$ cat config.mk
export PLATFORM = sky130hd
export DESIGN_NAME = zerosoc_uart_rx
export DESIGN_NICKNAME = d
export VERILOG_FILES = /design/src/rtl/zerosoc_uart_pkg.sv /design/src/rtl/zerosoc_uart_rx_fifo.sv /design/src/rtl/zerosoc_uart_rx.sv
export SDC_FILE = /design/constraint.sdc
export NUM_CORES = 1
export LEC_CHECK = 0
export CAP_MARGIN = 20
export CORE_MARGIN = 2
export CORE_UTILIZATION = 52
export DETAILED_ROUTE_END_ITERATION = 7
export MAX_ROUTING_LAYER = met4
export PLACE_DENSITY_LB_ADDON = 0.25
export SKIP_CTS_REPAIR_TIMING = 1
export SYNTH_ARGS = -nofsm -noshare
export SYNTH_HDL_FRONTEND = slang
export SYNTH_SLANG_ARGS = --single-unit
$ cat constraint.sdc
create_clock -name clk_i -period 3.4 [get_ports clk_i]
set_input_delay 0.34 -clock clk_i [delete_from_list [all_inputs] [get_ports clk_i]]
set_output_delay 0.34 -clock clk_i [all_outputs]
set_load 0.03 [all_outputs]
$ cat src/rtl/zerosoc_uart_pkg.sv
// Shared constants, receiver FSM state type and parity helper for the ZeroSoC UART receiver.
// Define ZEROSOC_UART_PARITY_EN to build the PARITY state (8E1 framing).
package zerosoc_uart_pkg;

  localparam int unsigned OVERSAMPLE = 16;
  localparam int unsigned SUB_W      = $clog2(OVERSAMPLE);
  localparam int unsigned DATA_BITS  = 8;
  localparam int unsigned IDX_W      = $clog2(DATA_BITS);

  localparam logic [SUB_W-1:0] MID_SAMPLE  = SUB_W'(32'd7);
  localparam logic [SUB_W-1:0] LAST_SAMPLE = SUB_W'(32'd15);
  localparam logic [SUB_W-1:0] SUB_ONE     = SUB_W'(1'b1);
  localparam logic [IDX_W-1:0] LAST_BIT    = IDX_W'(DATA_BITS - 32'd1);
  localparam logic [IDX_W-1:0] IDX_ONE     = IDX_W'(1'b1);

  typedef enum logic [2:0] {
    ST_IDLE   = 3'd0,
    ST_START  = 3'd1,
    ST_DATA   = 3'd2,
`ifdef ZEROSOC_UART_PARITY_EN
    ST_PARITY = 3'd3,
`endif
    ST_STOP   = 3'd4
  } uart_rx_state_e;

  // Bit that makes the total number of ones (data plus parity) even.
  function automatic logic even_parity(input logic [DATA_BITS-1:0] data);
    return ^data;
  endfunction

endpackage

$ cat src/rtl/zerosoc_uart_rx_fifo.sv
// Circular receive buffer with extra-MSB pointers so full and empty are distinguishable.
// A push while full is accepted only when a pop frees the head slot in the same cycle.
module zerosoc_uart_rx_fifo #(
  parameter int DEPTH = 8,
  parameter int WIDTH = 8
) (
  input  logic                     clk_i,
  input  logic                     rst_ni,
  input  logic                     push_i,
  input  logic [WIDTH-1:0]         wdata_i,
  input  logic                     pop_i,
  output logic [WIDTH-1:0]         rdata_o,
  output logic                     full_o,
  output logic                     empty_o,
  output logic [$clog2(DEPTH):0]   lvl_o
);

  localparam int AW = $clog2(DEPTH);
  localparam logic [AW:0] PTR_ONE = {{AW{1'b0}}, 1'b1};

  logic [AW:0]      r_wptr;
  logic [AW:0]      r_rptr;
  logic [WIDTH-1:0] r_mem [DEPTH];
  logic             w_pop;
  logic             w_push;

  assign empty_o = (r_wptr == r_rptr);
  assign full_o  = (r_wptr[AW] != r_rptr[AW]) && (r_wptr[AW-1:0] == r_rptr[AW-1:0]);
  assign w_pop   = pop_i & ~empty_o;
  assign w_push  = push_i & (~full_o | w_pop);
  assign lvl_o   = r_wptr - r_rptr;
  assign rdata_o = r_mem[r_rptr[AW-1:0]];

  // Pointer and storage update; storage is cleared so the head reads 0 out of reset.
  always_ff @(posedge clk_i or negedge rst_ni) begin
    if (!rst_ni) begin
      r_wptr <= {(AW+1){1'b0}};
      r_rptr <= {(AW+1){1'b0}};
      for (int i = 0; i < DEPTH; i++) begin
        r_mem[i] <= {WIDTH{1'b0}};
      end
    end else begin
      if (w_push) begin
        r_mem[r_wptr[AW-1:0]] <= wdata_i;
        r_wptr                <= r_wptr + PTR_ONE;
      end
      if (w_pop) begin
        r_rptr <= r_rptr + PTR_ONE;
      end
    end
  end

endmodule

$ cat src/rtl/zerosoc_uart_rx.sv
// UART receive front-end: synchronizer, 16x oversampling tick logic, framing FSM and byte FIFO.
// Define ZEROSOC_UART_PARITY_EN for 8E1 frames with a live parity_err_o; otherwise 8N1.
import zerosoc_uart_pkg::*;

module zerosoc_uart_rx #(
  parameter int DEPTH = 8,
  parameter int DIV_W = 16
) (
  input  logic                   clk_i,
  input  logic                   rst_ni,
  input  logic                   rx_i,
  input  logic                   rx_en_i,
  input  logic [DIV_W-1:0]       div_i,
  output logic [7:0]             rdata_o,
  output logic                   rvalid_o,
  input  logic                   rready_i,
  output logic [$clog2(DEPTH):0] fifo_lvl_o,
  output logic                   frame_err_o,
  output logic                   overflow_o,
  output logic                   parity_err_o
);

  localparam logic [DIV_W-1:0] DIV_ONE  = {{(DIV_W-1){1'b0}}, 1'b1};
  localparam logic [DIV_W-1:0] DIV_ZERO = {DIV_W{1'b0}};

  logic                 r_sync1;
  logic                 r_sync2;
  logic                 r_rx_prev;
  logic                 w_rx;
  logic                 w_fall;
  logic                 w_tick;
  logic                 w_push;
  logic                 w_full;
  logic                 w_empty;
  logic                 w_pop_ok;
  logic [DIV_W-1:0]     w_div_m1;
  logic [DIV_W-1:0]     r_tick_cnt;
  uart_rx_state_e       r_state;
  logic [SUB_W-1:0]     r_sub;
  logic [IDX_W-1:0]     r_bit_idx;
  logic [DATA_BITS-1:0] r_data;
  logic                 r_frame_err;
  logic                 r_overflow;
`ifdef ZEROSOC_UART_PARITY_EN
  logic                 r_par_bad;
  logic                 r_parity_err;
`endif

  assign w_rx     = r_sync2;
  assign w_fall   = r_rx_prev & ~r_sync2;
  assign w_tick   = (r_state != ST_IDLE) && (r_tick_cnt == DIV_ZERO);
  assign w_pop_ok = rready_i & ~w_empty;

  // A divisor of zero behaves like one.
  always_comb begin
    if (div_i == DIV_ZERO) begin
      w_div_m1 = DIV_ZERO;
    end else begin
      w_div_m1 = div_i - DIV_ONE;
    end
  end

`ifdef ZEROSOC_UART_PARITY_EN
  assign w_push = rx_en_i && (r_state == ST_STOP) && w_tick && (r_sub == LAST_SAMPLE)
                  && w_rx && !r_par_bad;
  assign parity_err_o = r_parity_err;
`else
  assign w_push = rx_en_i && (r_state == ST_STOP) && w_tick && (r_sub == LAST_SAMPLE) && w_rx;
  assign parity_err_o = 1'b0;
`endif

  // Synchronizer and edge register all idle high so reset never fakes a start edge.
  always_ff @(posedge clk_i or negedge rst_ni) begin
    if (!rst_ni) begin
      r_sync1   <= 1'b1;
      r_sync2   <= 1'b1;
      r_rx_prev <= 1'b1;
    end else begin
      r_sync1   <= rx_i;
      r_sync2   <= r_sync1;
      r_rx_prev <= r_sync2;
    end
  end

  // Framing FSM together with its tick/sub-tick counters and error pulses.
  always_ff @(posedge clk_i or negedge rst_ni) begin
    if (!rst_ni) begin
      r_state      <= ST_IDLE;
      r_tick_cnt   <= DIV_ZERO;
      r_sub        <= {SUB_W{1'b0}};
      r_bit_idx    <= {IDX_W{1'b0}};
      r_data       <= {DATA_BITS{1'b0}};
      r_frame_err  <= 1'b0;
`ifdef ZEROSOC_UART_PARITY_EN
      r_par_bad    <= 1'b0;
      r_parity_err <= 1'b0;
`endif
    end else begin
      r_frame_err  <= 1'b0;
`ifdef ZEROSOC_UART_PARITY_EN
      r_parity_err <= 1'b0;
`endif
      if (!rx_en_i) begin
        r_state   <= ST_IDLE;
        r_sub     <= {SUB_W{1'b0}};
        r_bit_idx <= {IDX_W{1'b0}};
      end else begin
        if (r_state != ST_IDLE) begin
          if (w_tick) begin
            r_tick_cnt <= w_div_m1;
          end else begin
            r_tick_cnt <= r_tick_cnt - DIV_ONE;
          end
        end
        case (r_state)
          ST_IDLE: begin
            if (w_fall) begin
              r_state    <= ST_START;
              r_tick_cnt <= w_div_m1;
              r_sub      <= {SUB_W{1'b0}};
            end
          end
          // START only waits half a bit, so later samples land mid-bit at LAST_SAMPLE.
          ST_START: begin
            if (w_tick) begin
              if (r_sub == MID_SAMPLE) begin
                r_sub     <= {SUB_W{1'b0}};
                r_bit_idx <= {IDX_W{1'b0}};
                if (w_rx) begin
                  r_state <= ST_IDLE;
                end else begin
                  r_state <= ST_DATA;
                end
              end else begin
                r_sub <= r_sub + SUB_ONE;
              end
            end
          end
          ST_DATA: begin
            if (w_tick) begin
              if (r_sub == LAST_SAMPLE) begin
                r_data[r_bit_idx] <= w_rx;
                r_sub             <= {SUB_W{1'b0}};
                if (r_bit_idx == LAST_BIT) begin
`ifdef ZEROSOC_UART_PARITY_EN
                  r_state <= ST_PARITY;
`else
                  r_state <= ST_STOP;
`endif
                end else begin
                  r_bit_idx <= r_bit_idx + IDX_ONE;
                end
              end else begin
                r_sub <= r_sub + SUB_ONE;
              end
            end
          end
`ifdef ZEROSOC_UART_PARITY_EN
          ST_PARITY: begin
            if (w_tick) begin
              if (r_sub == LAST_SAMPLE) begin
                r_par_bad <= (w_rx != even_parity(r_data));
                r_sub     <= {SUB_W{1'b0}};
                r_state   <= ST_STOP;
              end else begin
                r_sub <= r_sub + SUB_ONE;
              end
            end
          end
`endif
          ST_STOP: begin
            if (w_tick) begin
              if (r_sub == LAST_SAMPLE) begin
                r_frame_err  <= ~w_rx;
`ifdef ZEROSOC_UART_PARITY_EN
                r_parity_err <= r_par_bad;
`endif
                r_sub        <= {SUB_W{1'b0}};
                r_state      <= ST_IDLE;
              end else begin
                r_sub <= r_sub + SUB_ONE;
              end
            end
          end
          default: begin
            r_state <= ST_IDLE;
          end
        endcase
      end
    end
  end

  // A push into a full FIFO drops the byte unless a pop frees a slot that same cycle.
  always_ff @(posedge clk_i or negedge rst_ni) begin
    if (!rst_ni) begin
      r_overflow <= 1'b0;
    end else begin
      r_overflow <= w_push & w_full & ~w_pop_ok;
    end
  end

  assign frame_err_o = r_frame_err;
  assign overflow_o  = r_overflow;
  assign rvalid_o    = ~w_empty;

  zerosoc_uart_rx_fifo #(
    .DEPTH (DEPTH),
    .WIDTH (DATA_BITS)
  ) u_fifo (
    .clk_i   (clk_i),
    .rst_ni  (rst_ni),
    .push_i  (w_push),
    .wdata_i (r_data),
    .pop_i   (rready_i),
    .rdata_o (rdata_o),
    .full_o  (w_full),
    .empty_o (w_empty),
    .lvl_o   (fifo_lvl_o)
  );

endmodule

Word level (Yosys, flattened, before mapping)
Cells that the tools add are included.
{"block": "totals", "ff_bits": 111, "input_bits": 21, "output_inout_bits": 16, "word_cells": 125}
{"block": "op_classes", "n_addsub": 7, "n_lt_le_gt_ge": 5, "eq_ne": 21, "n_mux": 43, "bitwise": 12, "n_reduce_logical": 17}
{"operator": "$mux W16", "count": 5}
{"operator": "$bwmux W64", "count": 1}
{"operator": "$mux W3", "count": 15}
{"operator": "$logic_not A16 Y1", "count": 2}
{"operator": "$sub A16 B1 Y16 const B", "count": 2}
{"operator": "$bmux W8 S3", "count": 1}
{"operator": "$demux W8 S3", "count": 1}
{"operator": "$mux W4", "count": 6}
{"operator": "$mux W8", "count": 3}
{"operator": "$ne A3 B3 Y1 const B", "count": 8}
{"operator": "$add A4 B1 Y4 const B", "count": 3}
{"operator": "$pmux W3 S4", "count": 1}
{"operator": "$pmux W4 S3", "count": 1}
{"operator": "$bwmux W8", "count": 1}
{"operator": "$ge A4 B4 Y1 const B", "count": 2}
{"operator": "$logic_and A1 B1 Y1", "count": 8}
{"operator": "$not A3 Y4", "count": 2}
{"operator": "$reduce_and A4 Y1", "count": 2}
{"operator": "$reduce_and A8 Y1", "count": 1}
{"operator": "$eq A3 B3 Y1 const B", "count": 2}
{"operator": "$ne A3 B2 Y1 const B", "count": 2}
{"operator": "$pmux W3 S2", "count": 1}
{"operator": "$reduce_and A6 Y1", "count": 1}
{"operator": "$and A1 B1 Y1", "count": 5}
{"operator": "other kinds (22)", "count": 29}

Longest topological paths before layout
Gate-level depths: netlist (run 1).
{"block": "depth", "depth_word": 7, "depth_mapped": 11, "mapped_depth_nobuf": 8}

Hierarchy
Synthesis (run 1) repeated with hierarchy kept, for this count alone.
{"block": "unflattened", "cells_unflattened": 537, "hier_area_um2": 6170.9}
{"module": "zerosoc_uart_rx_fifo", "instances": 1, "cells_each": 234, "area_per_inst_um2": 3489.6, "seq_area_each_um2": 1801.7}
{"module": "zerosoc_uart_rx", "instances": 1, "cells_each": 303, "area_per_inst_um2": 2681.3, "seq_area_each_um2": 979.7}

Worst setup path before layout (run 1)
No wires, ideal clock.
{"block": "synth_path", "path_kind": "reg2reg", "start": "register u_fifo.r_rptr[1]", "end": "register u_fifo.r_mem[16] (netlist bit)", "setup_ns": 0.125, "arrival_time_ns": 2.554, "required_time_ns": 3.275, "setup_slack_ns": 0.721, "stages_incl_launch_ff": 12, "path_buffers": 3, "period_less_slack_ns": 2.679, "cell_sequence": "dfrtp_1 > clkbuf_1 > clkbuf_1 > inv_1 > ha_1 > nand3_1 > nor3_1 > inv_1 > and3_4 > nand2b_1 > buf_2 > mux2_2"}
{"block": "synth_via", "elab_chain_len": 5, "word_cells_on_any_way": 8, "cone_classes": "eq/ne (2); bitwise (5); reduce/logical (1)"}
{"item": "start, declared", "line": "zerosoc_uart_rx_fifo.sv:22", "source": "logic [AW:0] r_rptr;"}
{"item": "start signal, assigned", "line": "zerosoc_uart_rx_fifo.sv:38", "source": "r_rptr <= {(AW+1){1'b0}};"}
{"item": "start signal, assigned", "line": "zerosoc_uart_rx_fifo.sv:48", "source": "r_rptr <= r_rptr + PTR_ONE;"}
{"item": "$eq A4 B4 Y1 or $eq A3 B3 Y1 (tied branches)", "line": "zerosoc_uart_rx_fifo.sv:27, zerosoc_uart_rx_fifo.sv:28"}
{"item": "$not A1 Y1 or $logic_and A1 B1 Y1 (tied branches)", "line": "zerosoc_uart_rx_fifo.sv:29, zerosoc_uart_rx_fifo.sv:28"}
{"item": "$and A1 B1 Y1 or $not A1 Y1 (tied branches)", "line": "zerosoc_uart_rx_fifo.sv:29, zerosoc_uart_rx_fifo.sv:30"}
{"item": "$or A1 B1 Y1 *", "line": "zerosoc_uart_rx_fifo.sv:30", "source": "assign w_push = push_i & (~full_o | w_pop);"}
{"item": "$and A1 B1 Y1 *", "line": "zerosoc_uart_rx_fifo.sv:30"}
{"item": "end signal, assigned by index", "line": "zerosoc_uart_rx_fifo.sv:40", "source": "r_mem[i] <= {WIDTH{1'b0}};"}
{"item": "end signal, assigned by index", "line": "zerosoc_uart_rx_fifo.sv:44", "source": "r_mem[r_wptr[AW-1:0]] <= wdata_i;"}
{"item": "end, declared", "line": "zerosoc_uart_rx_fifo.sv:23", "source": "logic [WIDTH-1:0] r_mem [DEPTH];"}
Every way passes the cells marked *; elsewhere a longest branch is shown, timed or not.
A chain may end at the register's enable or synchronous reset.

Worst setup path after layout (run 1)
{"block": "layout_path", "start": "register u_fifo.r_rptr[1]", "end": "output fifo_lvl_o[3]"}
{"block": "layout_via", "elab_chain_len": 1}
{"item": "$sub A4 B4 Y4", "line": "zerosoc_uart_rx_fifo.sv:31", "source": "assign lvl_o = r_wptr - r_rptr;"}
{"item": "end, declared", "line": "zerosoc_uart_rx.sv:17", "source": "output logic [$clog2(DEPTH):0] fifo_lvl_o,"}
Every way passes these cells.

==> results of run 1 <==
## state kept, by name (all words and copies together), names as in the netlist, 3 cells and up
name / cells
r_bit_idx: 3
u_fifo.r_wptr: 4
u_fifo.r_mem: 64
r_state: 3
r_tick_cnt: 16
u_fifo.r_rptr: 4
r_sub: 4
r_data: 8
## kinds of logic after synthesis
group	synth area share, %
AOI/OAI and AO/OA	7.52
and+or+nand+nor	17.2
buffers and inverters	2.74
adders and majority gates	2.62
other	0.0622
xor gates and xnor gates	3.20
DFF	46.1
muxes	20.5
## critical path, delay by kind of cell (launching register included)
kind	cells	cell delay, ns
compound gates	2	0.34
xor+xnor	1	0.14
fa+ha+maj	1	0.34
buf+inv	3	1.07
flops	1	0.33
## through the flow
| stage | cells | utilization, % | setup WS (ns) |
|---|---|---|---|
| finish | 731 | 60.0 | 0.485 |
| floorplan | 550 | - | 0.721 |
| detailed placement | 715 | 57.5 | 0.454 |
| global placement | 715 | 57.5 | 0.584 |
| global route | 731 | 60.0 | 0.321 |
| CTS | 731 | 60.0 | 0.448 |
## path summary, 6_finish.rpt
kind / to / startpoint / depth (start not counted)
min in group clk_i: r_sync2$_DFF_PN1_ / r_sync1$_DFF_PN1_ / 0
worst max-delay path: fifo_lvl_o[3] / u_fifo.r_rptr[1]$_DFFE_PN0P_ / 7
worst min-delay path: u_fifo.r_rptr[3]$_DFFE_PN0P_ / rst_ni / 1
max in group asynchronous: u_fifo.r_mem[62]$_DFFE_PN0P_ / rst_ni / 2
worst min register to register: r_sync2$_DFF_PN1_ / r_sync1$_DFF_PN1_ / 0
worst max register to register: u_fifo.r_mem[5]$_DFFE_PN0P_ / r_tick_cnt[0]$_DFFE_PN0P_ / 8
## layout make-up
cell class,count,share of cell area (%)
Sequential cell,111,40.8
Inverter,17,0.935
Tap cell,143,2.62
Clock inverter,7,0.825
Clock buffer,9,3.30
Timing Repair Buffer,45,6.38
Multi-Input combinational cell,399,45.2
## cell usage in the layout (no fill, tap or decap), types with 3 or more instances in the layout
cell type                         instances
sky130_fd_sc_hd__a21o_1                   5
sky130_fd_sc_hd__a21oi_1                 16
sky130_fd_sc_hd__and3_1                   4
sky130_fd_sc_hd__buf_4                   10
sky130_fd_sc_hd__clkbuf_16                9
sky130_fd_sc_hd__clkdlybuf4s50_1         34
sky130_fd_sc_hd__clkinv_4                 3
sky130_fd_sc_hd__dfrtp_1                108
sky130_fd_sc_hd__dfstp_2                  3
sky130_fd_sc_hd__ha_1                    11
sky130_fd_sc_hd__inv_1                   16
sky130_fd_sc_hd__mux2_1                   3
sky130_fd_sc_hd__mux2_2                  72
sky130_fd_sc_hd__mux2i_1                  3
sky130_fd_sc_hd__mux4_2                  16
sky130_fd_sc_hd__nand2_1                 62
sky130_fd_sc_hd__nand2b_1                 7
sky130_fd_sc_hd__nand3_1                 15
sky130_fd_sc_hd__nand4_1                  4
sky130_fd_sc_hd__nor2_1                  38
sky130_fd_sc_hd__nor2b_1                  3
sky130_fd_sc_hd__nor3_1                  19
sky130_fd_sc_hd__nor3b_1                  4
sky130_fd_sc_hd__nor4_1                  13
sky130_fd_sc_hd__o21a_1                   4
sky130_fd_sc_hd__o21ai_0                 23
sky130_fd_sc_hd__or3_1                    7
sky130_fd_sc_hd__xnor2_1                 16
sky130_fd_sc_hd__xor2_1                   6
## power groups by stage
stage / clock network, mW / logic (mW) / registers [mW]
after floorplan: 0 / 0.542 / 1.48
after global placement: 0 / 0.810 / 1.49
after detailed placement: 0 / 0.823 / 1.50
after CTS: 1.03 / 0.826 / 1.48
after global routing: 1.08 / 0.893 / 1.49
final: 1.01 / 0.810 / 1.48
## per-layer routing
layer / GRT usage (%) / vias up
li1: - / 2051
met1: 27.9 / 2127
met2: 36.8 / 79
met3: 3.76 / 15
met4: 6.34 / 0
met5: - / -
==> results.md, run 1 <==
Timing:
- The worst path uses 85.7% of the clock period.
- The setup TNS is 0 ns.
- The remaining max-slew budget at the tightest pin is 41.8%.
- Across the routed clock network, the largest skew measured is 0.00932 ns.
- The worst hold slack across all endpoints is 0.115 ns.
- Setup repair after global routing left no endpoint under its margin.
- The shortest period the worst path allows is 2.92 ns.
- The total count of max-transition violations in the final report is 0.
- Timing would allow up to 0.343 GHz.
- Setup violations remaining at the end of the flow were counted as 0.
- The final hold violation count is 0.
- At the pin with the least slew margin, the transition time is 0.873 ns.

Finish:
- Across the whole layout, storage elements account for 2780 sq um.
- After the last flow step, the layout net total stands at 616.
- Fill cells in the final layout number 933.
- The number of antenna diodes in the final layout is 0.
- In the final layout, the multi-input gates occupy 3080 sq um.
- Relative to the synthesized area, the layout overhead comes to 13.2%.
- The finished cells cover 6820 sq um.
- The share of layout cells above drive strength 1 is 23.0%.

Logic synthesis:
- The most frequent cell after synthesis is sky130_fd_sc_hd__dfrtp_1.
- For this run, the leading register cell type out of synthesis is sky130_fd_sc_hd__dfrtp_1.
- sky130_fd_sc_hd__dfrtp_1 takes more of the synthesized area than any other cell.
- After synthesis, the largest area contributor takes up 44.8% of total cell area.
- By count the netlist is led by sky130_fd_sc_hd__dfrtp_1, sky130_fd_sc_hd__mux2_2, sky130_fd_sc_hd__nand2_1, sky130_fd_sc_hd__nor2_1, sky130_fd_sc_hd__o21ai_0.
- Counting flops with an async set or reset pin after synthesis yields a share of 100%.
- The flip-flop and latch count after synthesis is 111.
- Yosys mapped a number of flops with a built-in enable equal to 0.
- For this run, the register share of the synthesized area comes to 46.1%.
- The number of synthesis warnings is 0.
- The synthesized area per cell is 11.0 sq um.
- Counting distinct cell types in the post-synthesis netlist gives 69.
- The post-synthesis net count is 583.
- The post-synthesis cell area is 6030 sq um.
- Yosys attributes the largest share of cell area to sky130_fd_sc_hd__dfrtp_1, sky130_fd_sc_hd__mux2_2, sky130_fd_sc_hd__mux4_2.
- The cell count after synthesis is 550.

Global route:
- The first global-routing pass estimated 21.7 mm of wire.
- Entering global routing, the biggest net connects 68 pins.
- The via count of the first global-routing pass was 4392.
- The total global routing overflow is 0.
- The initial antenna violation count was 0.
- The global routing usage summed across all routing layers is 22.0%.

Placement:
- Once detailed placement completed, the half-perimeter wirelength came to 8.75 mm.
- The routability congestion estimate from global placement is 0.853.
- The placement-stage cell area is 6540 sq um.
- The number of buffer cells added on primary ports is 35.

Power:
- The maximum vdd ir drop is 0.000669 V.
- Per report_power, the clock group accounts for 30.7% of the total.
- The analysis attributes to cell leakage a power of 3.04 nW.
- The proportion of power drawn by combinational gates is 24.5%.
- Of the total power, the share spent switching nets is 32.0%.
- The net switching component of the power is 1.06 mW.
- The share of total power dissipated in sequential elements is 44.7%.
- Overall power consumption after layout is estimated at 3.30 mW.
- The internal portion of the total power is 2.24 mW.
- Power spread over the standard cell area amounts to 484 nW/um^2.

Clock network:
- The worst-skew pair later-pin latency is 0.36 ns.
- The H-tree was split into 3 levels.
- The clock net in this run drives a total of 111 sinks.
- The TritonCTS buffer count is 9.
- The clock-pin transition on the worst setup and hold timing paths is 0.07 ns.
- The maximum number of buffers from clock root to sink is 2.
- The TritonCTS clock tree is yes.
- In this run the clock root is driven by a sky130_fd_sc_hd__clkbuf_16.

Drt:
- The final layout contains routed wiring with a total length of 12.4 mm.
- The number of vias per cell is 5.84.
- The detailed router used layers up to and including met4.
- After detailed routing, the average wire length per cell comes to 16.9 um.
- The remaining antenna violation count is 0.
- For this run, design rule violations remaining after detail routing come to 0.
- The detailed-route via count is 4272.
- The wire length on met3 is 344 um.
- Detailed routing placed a total of 6.29 mm of wire on met2.
- The met1 layer wirelength in the final routing is 5.53 mm.
- The count of routing violations after the opening detailed-route iteration is 226.
- The pre-antenna-repair detailed-routing pass consisted of 4 iterations.

Min path:
- The path class of the tightest hold or removal check is in2async.

Setup path:
- The kind of end point of the critical path is an output port.
- For the worst setup path, the data arrival time is 2.58 ns.
- The maximum fanout along the worst path is 20.
- The library cell contributing the largest single delay on the critical path is sky130_fd_sc_hd__clkdlybuf4s50_1.
- The largest single stage delay on the critical path is 0.68 ns.
- The path type of the worst setup path is reg2out.
- For flop-to-flop paths, the worst setup slack is 0.49 ns.
- The signal on the critical path passes through buf_4, inv_1, ha_1, a21o_1, a21oi_1, xnor2_1, clkdlybuf4s50_1.
- The required time of the critical path is 3.06 ns.
- The worst setup path is launched from a register.

Flow run:
- Across the run, the number of max-cap violations was 0.

Die:
- The starting density of the core is 53.0%.
- The floorplan step defined a core boundary enclosing 11400 sq um.
- The number of placement rows is 39.
- The die height is 112 um.
- The die covers 12500 sq um.
- The I/O pin count is 37.
- The die is 112 um wide.

Status:
- The flow ran to the end, and the final reports show no timing, DRC or antenna violations.
No activity file was read; power rests on OpenSTA's default activity.
==> run 2, diff against run 1 <==
--- a/config.mk
+++ b/config.mk
@@ -5,6 +5,7 @@
 export SDC_FILE = /design/constraint.sdc
 export NUM_CORES = 1
 export LEC_CHECK = 0
+export ABC_CLOCK_PERIOD_IN_PS = 3400
 export CAP_MARGIN = 20
 export CORE_MARGIN = 2
 export CORE_UTILIZATION = 52
==> results of run 2 <==
The final DEF is identical to that of run 1; final timing and power are the same.
